<file path="src/rtl/uart_pkg.sv">
// Shared UART definitions: bit timing helper, byte-level FSM encoding, frame width.
package uart_pkg;

   localparam int UART_DATA_BITS = 8;

   // Byte-level receive/transmit FSM encoding
   localparam logic [1:0] ST_IDLE  = 2'd0;
   localparam logic [1:0] ST_START = 2'd1;
   localparam logic [1:0] ST_DATA  = 2'd2;
   localparam logic [1:0] ST_STOP  = 2'd3;

   // Clocks per bit period, integer-truncated
   function automatic int clks_per_bit(input int clk_hz, input int baud);
      return clk_hz / baud;
   endfunction

endpackage

</file>
<file path="src/rtl/uart_byte_rx.sv">
// 8N1 byte receiver: rxd synchroniser plus start/data/stop bit FSM.
// Emits the received byte with a one-cycle byte_valid, or a one-cycle frame_err
// when the stop bit is low. After a frame error no new start is accepted until
// the line has been seen high again, so a held break yields a single error.
module uart_byte_rx
   import uart_pkg::*;
#(
   parameter int CLKS_PER_BIT = 10416
) (
   input  logic       clk,
   input  logic       rst_n,
   input  logic       rxd,
   output logic [7:0] byte_out,
   output logic       byte_valid,
   output logic       frame_err,
   output logic       busy,
   output logic       start_det,
   output logic       byte_ok,
   output logic [7:0] byte_data,
   output logic [1:0] state_dbg
);

   localparam int CW   = $clog2(CLKS_PER_BIT + 1);
   localparam int HALF = CLKS_PER_BIT / 2;

   logic          rx_meta;
   logic          rx_s;
   logic [1:0]    state;
   logic [CW-1:0] cnt;
   logic [2:0]    bit_idx;
   logic [7:0]    shreg;
   logic          wait_high;
   logic          tick;

   // Two-flop synchroniser, idles high
   always_ff @(posedge clk or negedge rst_n) begin
      if (!rst_n) begin
         rx_meta <= 1'b1;
         rx_s    <= 1'b1;
      end else begin
         rx_meta <= rxd;
         rx_s    <= rx_meta;
      end
   end

   // Sample-point and event decode; the counter expires when it reaches zero
   always_comb begin
      tick      = (cnt == '0);
      start_det = (state == ST_IDLE) && !rx_s && !wait_high;
      byte_ok   = (state == ST_STOP) && tick && rx_s;
      byte_data = shreg;
      busy      = (state != ST_IDLE);
      state_dbg = state;
   end

   // Bit FSM: half-bit to mid-start, then one full bit per data/stop sample
   always_ff @(posedge clk or negedge rst_n) begin
      if (!rst_n) begin
         state      <= ST_IDLE;
         cnt        <= '0;
         bit_idx    <= '0;
         shreg      <= '0;
         wait_high  <= 1'b0;
         byte_out   <= '0;
         byte_valid <= 1'b0;
         frame_err  <= 1'b0;
      end else begin
         byte_valid <= 1'b0;
         frame_err  <= 1'b0;
         case (state)
            ST_IDLE: begin
               if (rx_s) wait_high <= 1'b0;
               if (start_det) begin
                  state <= ST_START;
                  cnt   <= CW'(HALF - 1);
               end
            end
            ST_START: begin
               if (tick) begin
                  if (!rx_s) begin
                     state   <= ST_DATA;
                     cnt     <= CW'(CLKS_PER_BIT - 1);
                     bit_idx <= '0;
                  end else begin
                     state <= ST_IDLE;
                  end
               end else begin
                  cnt <= cnt - 1'b1;
               end
            end
            ST_DATA: begin
               if (tick) begin
                  shreg <= {rx_s, shreg[7:1]};
                  cnt   <= CW'(CLKS_PER_BIT - 1);
                  if (bit_idx == 3'(UART_DATA_BITS - 1)) state <= ST_STOP;
                  else bit_idx <= bit_idx + 1'b1;
               end else begin
                  cnt <= cnt - 1'b1;
               end
            end
            default: begin
               if (tick) begin
                  state <= ST_IDLE;
                  if (rx_s) begin
                     byte_out   <= shreg;
                     byte_valid <= 1'b1;
                  end else begin
                     frame_err <= 1'b1;
                     wait_high <= 1'b1;
                  end
               end else begin
                  cnt <= cnt - 1'b1;
               end
            end
         endcase
      end
   end

endmodule

</file>
<file path="src/rtl/uart_word_rx.sv">
// UART word receiver: packs WORD_BYTES good bytes, first byte most significant,
// into word_out with a one-cycle word_valid aligned to the last byte_valid.
// A frame error or an idle gap of TIMEOUT_BITS bit-times drops a partial word.
module uart_word_rx
   import uart_pkg::*;
#(
   parameter int CLK_HZ       = 100_000_000,
   parameter int BAUD         = 9600,
   parameter int WORD_BYTES   = 2,
   parameter int TIMEOUT_BITS = 20
) (
   input  logic                    clk,
   input  logic                    rst_n,
   input  logic                    rxd,
   output logic [7:0]              byte_out,
   output logic                    byte_valid,
   output logic [8*WORD_BYTES-1:0] word_out,
   output logic                    word_valid,
   output logic                    frame_err,
   output logic                    busy
);

   localparam int CPB      = clks_per_bit(CLK_HZ, BAUD);
   localparam int W        = UART_DATA_BITS * WORD_BYTES;
   localparam int TO_LIMIT = TIMEOUT_BITS * CPB;
   localparam int TW       = $clog2(TO_LIMIT + 1);

   logic          start_det;
   logic          byte_ok;
   logic [7:0]    byte_data;
   logic [1:0]    rx_state;
   logic [W-1:0]  word_sr;
   logic [W-1:0]  next_word;
   logic [2:0]    byte_cnt;
   logic          word_last;
   logic [TW-1:0] timer;
   logic          timer_run;
   logic          timeout_hit;

   uart_byte_rx #(.CLKS_PER_BIT(CPB)) u_byte_rx (
      .clk        (clk),
      .rst_n      (rst_n),
      .rxd        (rxd),
      .byte_out   (byte_out),
      .byte_valid (byte_valid),
      .frame_err  (frame_err),
      .busy       (busy),
      .start_det  (start_det),
      .byte_ok    (byte_ok),
      .byte_data  (byte_data),
      .state_dbg  (rx_state)
   );

   // New byte enters the LSB; timer runs only while idle holding a partial word
   always_comb begin
      next_word   = (word_sr << 8) | W'(byte_data);
      word_last   = (byte_cnt == 3'(WORD_BYTES - 1));
      timer_run   = (rx_state == ST_IDLE) && !start_det && (byte_cnt != '0);
      timeout_hit = timer_run && (timer == TW'(TO_LIMIT - 1));
   end

   // Inter-byte idle timer, restarted by every start-bit detect
   always_ff @(posedge clk or negedge rst_n) begin
      if (!rst_n)          timer <= '0;
      else if (!timer_run) timer <= '0;
      else                 timer <= timer + 1'b1;
   end

   // Word packer: updates on the stop-bit sample so word_valid lines up with byte_valid
   always_ff @(posedge clk or negedge rst_n) begin
      if (!rst_n) begin
         word_sr    <= '0;
         byte_cnt   <= '0;
         word_out   <= '0;
         word_valid <= 1'b0;
      end else begin
         word_valid <= 1'b0;
         if (frame_err || timeout_hit) begin
            word_sr  <= '0;
            byte_cnt <= '0;
         end else if (byte_ok) begin
            if (word_last) begin
               word_out   <= next_word;
               word_valid <= 1'b1;
               word_sr    <= '0;
               byte_cnt   <= '0;
            end else begin
               word_sr  <= next_word;
               byte_cnt <= byte_cnt + 1'b1;
            end
         end
      end
   end

endmodule

</file>
<file path="config.mk">
export PLATFORM = sky130hd
export DESIGN_NAME = uart_word_rx
export DESIGN_NICKNAME = d
export VERILOG_FILES = /design/src/rtl/uart_pkg.sv /design/src/rtl/uart_byte_rx.sv /design/src/rtl/uart_word_rx.sv
export SDC_FILE = /design/constraint.sdc
export NUM_CORES = 1
export LEC_CHECK = 0
export BUFFER_PORTS_ARGS = -buffer_cell sky130_fd_sc_hd__clkbuf_2
export CAP_MARGIN = 10
export CORE_UTILIZATION = 64
export DETAILED_ROUTE_END_ITERATION = 8
export PLACE_DENSITY = 0.87
export SLEW_MARGIN = 40
export SYNTH_ARGS = -nofsm -noshare
export SYNTH_HDL_FRONTEND = slang
export SYNTH_HIERARCHICAL = 1
export SYNTH_SLANG_ARGS = --single-unit
</file>
<file path="constraint.sdc">
create_clock -name clk -period 6.1 [get_ports clk]
set_input_delay 0.915 -clock clk [delete_from_list [all_inputs] [get_ports clk]]
set_output_delay 0.915 -clock clk [all_outputs]
set_load 0.01 [all_outputs]
</file>
### Yosys cells after proc, flatten, opt, wreduce, memory -nomap -nowiden

Cells that the tools add are included.

| word-level totals | value |
|---|---|
| flip-flop bits (word level) | 86 |
| input port bits | 3 |
| output and inout port bits | 28 |
| logic and storage cells | 104 |

| cells by class | value |
|---|---|
| add/sub/neg operators | 4 |
| equal/unequal tests | 16 |
| multiplexer cells | 38 |
| bitwise operators | 4 |
| reduce and logical (&&, ||, !) cells | 27 |

Operators by type and width:

| kind | number |
|---|---|
| 14-bit 2-to-1 mux | 5 |
| 14-bit case mux with 3 select lines | 1 |
| 8-bit 2-to-1 mux | 3 |
| 3-bit 2-to-1 mux | 7 |
| 18-bit by 1-bit adder with 18-bit output, second input constant | 1 |
| 18-bit equality test, second input constant | 1 |
| 18-bit 2-to-1 mux | 1 |
| 16-bit by 8-bit OR with 16-bit output | 1 |
| 14-bit logical NOT | 1 |
| 14-bit by 1-bit subtractor with 14-bit output, second input constant | 1 |
| 1-bit 2-to-1 mux | 12 |
| 2-bit 2-to-1 mux | 6 |
| 5-bit AND reduction | 2 |
| 3-bit AND reduction | 3 |
| 2-bit by 1-bit != test with 1-bit output, second input constant | 4 |
| 2-bit != test, second input constant | 4 |
| 2-bit nonzero test | 4 |
| 1-bit logical AND | 7 |
| 3-bit by 1-bit adder with 3-bit output, second input constant | 2 |
| 2-bit case mux with 3 select lines | 1 |
| 3-bit case mux with 2 select lines | 1 |
| 2-bit equality test, second input constant | 2 |
| 4-bit != test, second input constant | 1 |
| 4-bit AND reduction | 1 |
| other kinds (13) | 17 |

### Longest topological paths before layout

| logic depth | value |
|---|---|
| word-level depth | 10 |
| mapped depth | 12 |

### Modules after synthesis

The synthesis kept the hierarchy.

Modules (own cells, without submodules):

| module | instances | cells an instance | area each (sq um) | sequential area each (sq um) |
|---|---|---|---|---|
| uart_byte_rx | 1 | 211 | 2,080.7 | 1,003.5 |
| uart_word_rx | 1 | 182 | 2,014.4 | 1,151.1 |

### Worst setup path after synthesis

OpenSTA, ideal clock, no wires.

| path | value |
|---|---|
| kind | flip-flop to flip-flop |
| start point | register u_byte_rx.state[0] (netlist: u_byte_rx/state_dbg[0]) |
| end point | register word_out[10] |
| setup time | 125 ps |
| arrival time | 2,554 ps |
| required time | 5,975 ps |
| slack | 3,422 ps |
| cell stages (with the launch flop) | 9 |
| path buffers | 1 |
| cell sequence | dfrtp_1 > inv_1 > ha_1 > ha_1 > nor2b_1 > or4_1 > o311ai_4 > buf_6 > mux2_2 |

| on the way | value |
|---|---|
| word-level cells in the longest chain between the ends | 10 |

RTL lines:

| what | line | text |
|---|---|---|
| start, declared | uart_byte_rx.sv:28 | `logic [1:0] state;` |
| start signal, assigned | uart_byte_rx.sv:59 | `state <= ST_IDLE;` |
| start signal, assigned | uart_byte_rx.sv:74 | `state <= ST_START;` |
| start signal, assigned | uart_byte_rx.sv:81 | `state <= ST_DATA;` |
| 2-bit logical NOT | uart_byte_rx.sv:49 | `start_det = (state == ST_IDLE) && !rx_s && !wait_high;` |
| 1-bit logical AND (2 in series) | uart_byte_rx.sv:49 |  |
| named net start_det | uart_word_rx.sv:28 | `logic start_det;` |
| 1-bit logical NOT | uart_word_rx.sv:58 | `timer_run = (rx_state == ST_IDLE) && !start_det && (byte_cnt != '0);` |
| 1-bit logical AND (2 in series) | uart_word_rx.sv:58 |  |
| 1-bit logical AND | uart_word_rx.sv:59 | `timeout_hit = timer_run && (timer == TW'(TO_LIMIT - 1));` |
| 1-bit logical OR | uart_word_rx.sv:78 | `if (frame_err \|\| timeout_hit) begin` |
| 1-bit NOT (no line) | - |  |
| 3-bit AND reduction (no line) | - |  |
| end signal, assigned | uart_word_rx.sv:83 | `word_out <= next_word;` |
| end, declared | uart_word_rx.sv:17 | `output logic [8*WORD_BYTES-1:0] word_out,` |

The timed path passes the listed nets, and every way through them passes these cells.
A chain may end at the register's enable or synchronous reset.

### Worst setup path in the final report

| path | value |
|---|---|
| start point | register u_byte_rx.cnt[0] |
| end point | register word_out[2] |

| on the way | value |
|---|---|
| word-level cells in the longest chain between the ends | 4 |

RTL lines:

| what | line | text |
|---|---|---|
| start, declared | uart_byte_rx.sv:29 | `logic [CW-1:0] cnt;` |
| start signal, assigned | uart_byte_rx.sv:75 | `cnt <= CW'(HALF - 1);` |
| start signal, assigned | uart_byte_rx.sv:82 | `cnt <= CW'(CLKS_PER_BIT - 1);` |
| start signal, assigned | uart_byte_rx.sv:88 | `cnt <= cnt - 1'b1;` |
| 14-bit logical NOT | uart_byte_rx.sv:48 | `tick = (cnt == '0);` |
| 1-bit logical AND (2 in series) | uart_byte_rx.sv:50 | `byte_ok = (state == ST_STOP) && tick && rx_s;` |
| named net byte_ok | uart_word_rx.sv:29 | `logic byte_ok;` |
| 3-bit AND reduction (no line) | - |  |

The timed path passes the listed nets, and every way through them passes these cells.

==> results.cfg <==
[critical_path]
cp-end-kind = flip-flop
critPathKind = flip-flop to flip-flop
critical_path_buf_inv_count = 2
crit_arrival_ns = 3.60
cp.depth = 10
cp_top_family = simple AND/OR/NAND/NOR gates
cp.required_ns = 6.36
crit_path_start_kind = flip-flop
reg2reg_depth = 10
path_cells = inv_1 -> ha_1 -> nor4b_2 -> and4_1 -> and3_1 -> nand2_1 -> nor3_1 -> o311ai_4 -> buf_6 -> mux2_2
critPathMaxFanout = 21
critPathSlowestCell = and3_1
cpPeakStageDelay_ns = 0.70

[global_route]
grt_pass1_vias = 2945
grt_antenna_before_repair = 0
grt_max_degree = 87
grt_overflow = 0
grt_pass1_wl_mm = 13.5
gr-usage-all-layers = 0.273

[clock_network]
numClockSinks = 86
cts_setup_buffers = 0
clk_pin_slew_worst_paths_ns = 0.10
ctsHoldBuffers = 0
numCtsBuffers = 9
cts_root_buf = clkbuf_8
tritoncts = built
ctsHtreeMaxLevel = 3
clk-insertion-delay-late_ns = 0.37
cts.path.max_buffers = 2
post_cts_resized = 0

[synth]
synth_top_area_frac = 0.513
synth_warnings = 6
ys_seq_area_frac = 0.526
synthTopCellsByArea = dfrtp_1 51%, mux2_2 6.6%, a21oi_1 3.9%, nor2_1 3.4%, nand2_1 3.3%
synth_flop_cell = dfrtp_1
synth-async-reset-ratio = 1.00
synth_edf_count = 0
syn-cell-area_sq_um = 4100
syn_nets = 406
synth_largest_area_cell = dfrtp_1
ys_ff_latch = 86
synth_cell_type_count = 56
synth_cells = 393
postSynthAreaPerCell_sq_um = 10.4

[flow_run]
drv_cap = 0

[timing]
period_share = 0.548
tns_ns = 0
finalMaxSlewViolations = 0
fmax_ghz = 0.299
maxSlewHeadroom = 0.460
setup_violations = 0
hold_viol = 0
rsz0062_at_grt = false
finClkSkew_ns = 0.00960
worst_slew_pin_slew_ns = 0.804
fin_crit_ns = 3.35
holdWs_ns = 0.358

[final_layout]
syn_to_final_growth_pct = 10.0
final_nets = 436
final_util = 0.743
n_antenna_cell = 0
drive_gt1_frac = 0.199
register_area_sq_um = 2150
layout_common_cells = 84 x dfrtp_1, 37 x nor2_1, 36 x nand2_1
num-fill-cells = 426
layout_commonest_cell = dfrtp_1
multiInputGateArea_sq_um = 1830

[detailed_routing]
num_vias = 3077
drt_wl_total_mm = 8.31
ant_nets = 0
drc = 0
wl_per_cell_microns = 16.5
dr.first_iter.drc_count = 226
via_per_inst = 6.12
drtPass1Iterations = 4

[power_and_ir_drop]
p_per_area_nw_per_um2 = 216
peakVddDrop_mv = 0.182
p_sw_uw = 242
swShare = 0.248
p_comb_frac = 0.014
power_leakage_nw = 2.11
p_total_uw = 975
pwr-share-seq = 0.586
p_int_uw = 734
p_clk_frac = 0.401

[die]
die_area_sq_um = 6720
core_sq_um = 6060
ios = 31
rows = 28
die_w_microns = 82.0
die_y_microns = 82.0
initial_utilization = 0.676

[worst_hold_path]
hold-path-cell-count = 0
hold_class = flip-flop to flip-flop

[place]
gp_congestion = 0.862
dp_hpwl_mm = 5.61
io_buffers = 30

[outcome]
status = completed
## stage by stage
stage | area, sq um | worst slack, ns | cells
6_report | 4510 | 2.75 | 503
3_5_place_dp | 4290 | 2.66 | 486
4_1_cts | 4490 | 2.64 | 502
3_3_place_gp | 4290 | 2.78 | 486
5_1_grt | 4510 | 2.54 | 503
2_1_floorplan | 4100 | 3.42 | 393
## kinds of logic (layout without fill, tap and decap cells)
family / after synthesis / in the layout / synth area share
muxes: 25 / 25 / 0.0684
AOI/OAI and AO/OA: 83 / 83 / 0.130
and+or+nand+nor: 147 / 147 / 0.188
xor gates and xnor gates: 13 / 13 / 0.0278
adders and majority gates: 10 / 10 / 0.0306
buffers and inverters: 29 / 64 / 0.0293
DFF: 86 / 86 / 0.526
## synthesized netlist by cell type, types with 2 or more instances
cell type / n
a21oi_1: 32
a31oi_1: 5
and2_1: 2
and3_1: 4
buf_1: 2
buf_2: 3
clkbuf_1: 6
dfrtp_1: 84
dfstp_2: 2
ha_1: 10
inv_1: 17
mux2_2: 24
nand2_1: 36
nand3_1: 11
nand4_1: 4
nand4b_1: 2
nor2_1: 37
nor2b_1: 14
nor3_1: 13
nor4_1: 2
o21a_1: 6
o21ai_0: 17
o22a_1: 5
o2bb2ai_1: 2
o31ai_1: 3
or3_1: 4
or4_1: 6
xnor2_1: 11
xor2_1: 2
## metal layers
metal | vias to the layer above | GRT usage | part of all wire
met1 | 1523 | 0.346 | 0.44
li1 | 1452 | - | -
met2 | 82 | 0.449 | 0.50
met5 | - | 0 | 0
met3 | 20 | 0.0467 | 0.033
met4 | 0 | 0.142 | 0.026
## power by group through the flow
stage	combinational, mW	clock (mW)	sequential (mW)
floorplan	0.00152	0	0.583
global placement	0.0135	0	0.583
detailed placement	0.0139	0	0.583
CTS	0.0138	0.399	0.571
global route	0.0159	0.424	0.572
finish	0.0134	0.391	0.571
## final timing paths
kind	startpoint	endpoint	slack (ns)
worst max-delay path	u_byte_rx/cnt[0]	word_out[2]	2.75
worst min-delay path	u_byte_rx/rx_meta	u_byte_rx/rx_s	0.36
worst max register to register	u_byte_rx/cnt[0]	word_out[2]	2.75
worst min register to register	u_byte_rx/rx_meta	u_byte_rx/rx_s	0.36
max in group asynchronous	rst_n	u_byte_rx/cnt[1]	5.06
min in group asynchronous	rst_n	byte_cnt[0]	0.59
## flip-flops by register name, indices dropped and copies added (netlist names)
signal	cells
u_byte_rx/byte_data	8
byte_cnt	3
timer	18
word_out	16
u_byte_rx/frame_err	1
u_byte_rx/bit_idx	3
u_byte_rx/wait_high	1
u_byte_rx/byte_out	8
word_valid	1
u_byte_rx/state_dbg	2
u_byte_rx/byte_valid	1
u_byte_rx/rx_s	1
u_byte_rx/rx_meta	1
u_byte_rx/cnt	14
word_sr	8
## worst reg2reg max path, stage by stage, from the launching register on
cell	delay (ns)
dfrtp_1	0.43
inv_1	0.10
ha_1	0.17
nor4b_2	0.25
and4_1	0.42
and3_1	0.71
nand2_1	0.18
nor3_1	0.29
o311ai_4	0.21
buf_6	0.21
mux2_2	0.28
## final cells by class
class / count / share of cell area
tap: 75 / 0.0208
sequential: 86 / 0.478
multi-input combinational: 278 / 0.405
inverter: 17 / 0.0142
clock buffer: 9 / 0.0275
clock inverter: 7 / 0.0164
timing repair buffer: 31 / 0.0378
Note: power is estimated with default switching activity, not from simulation.
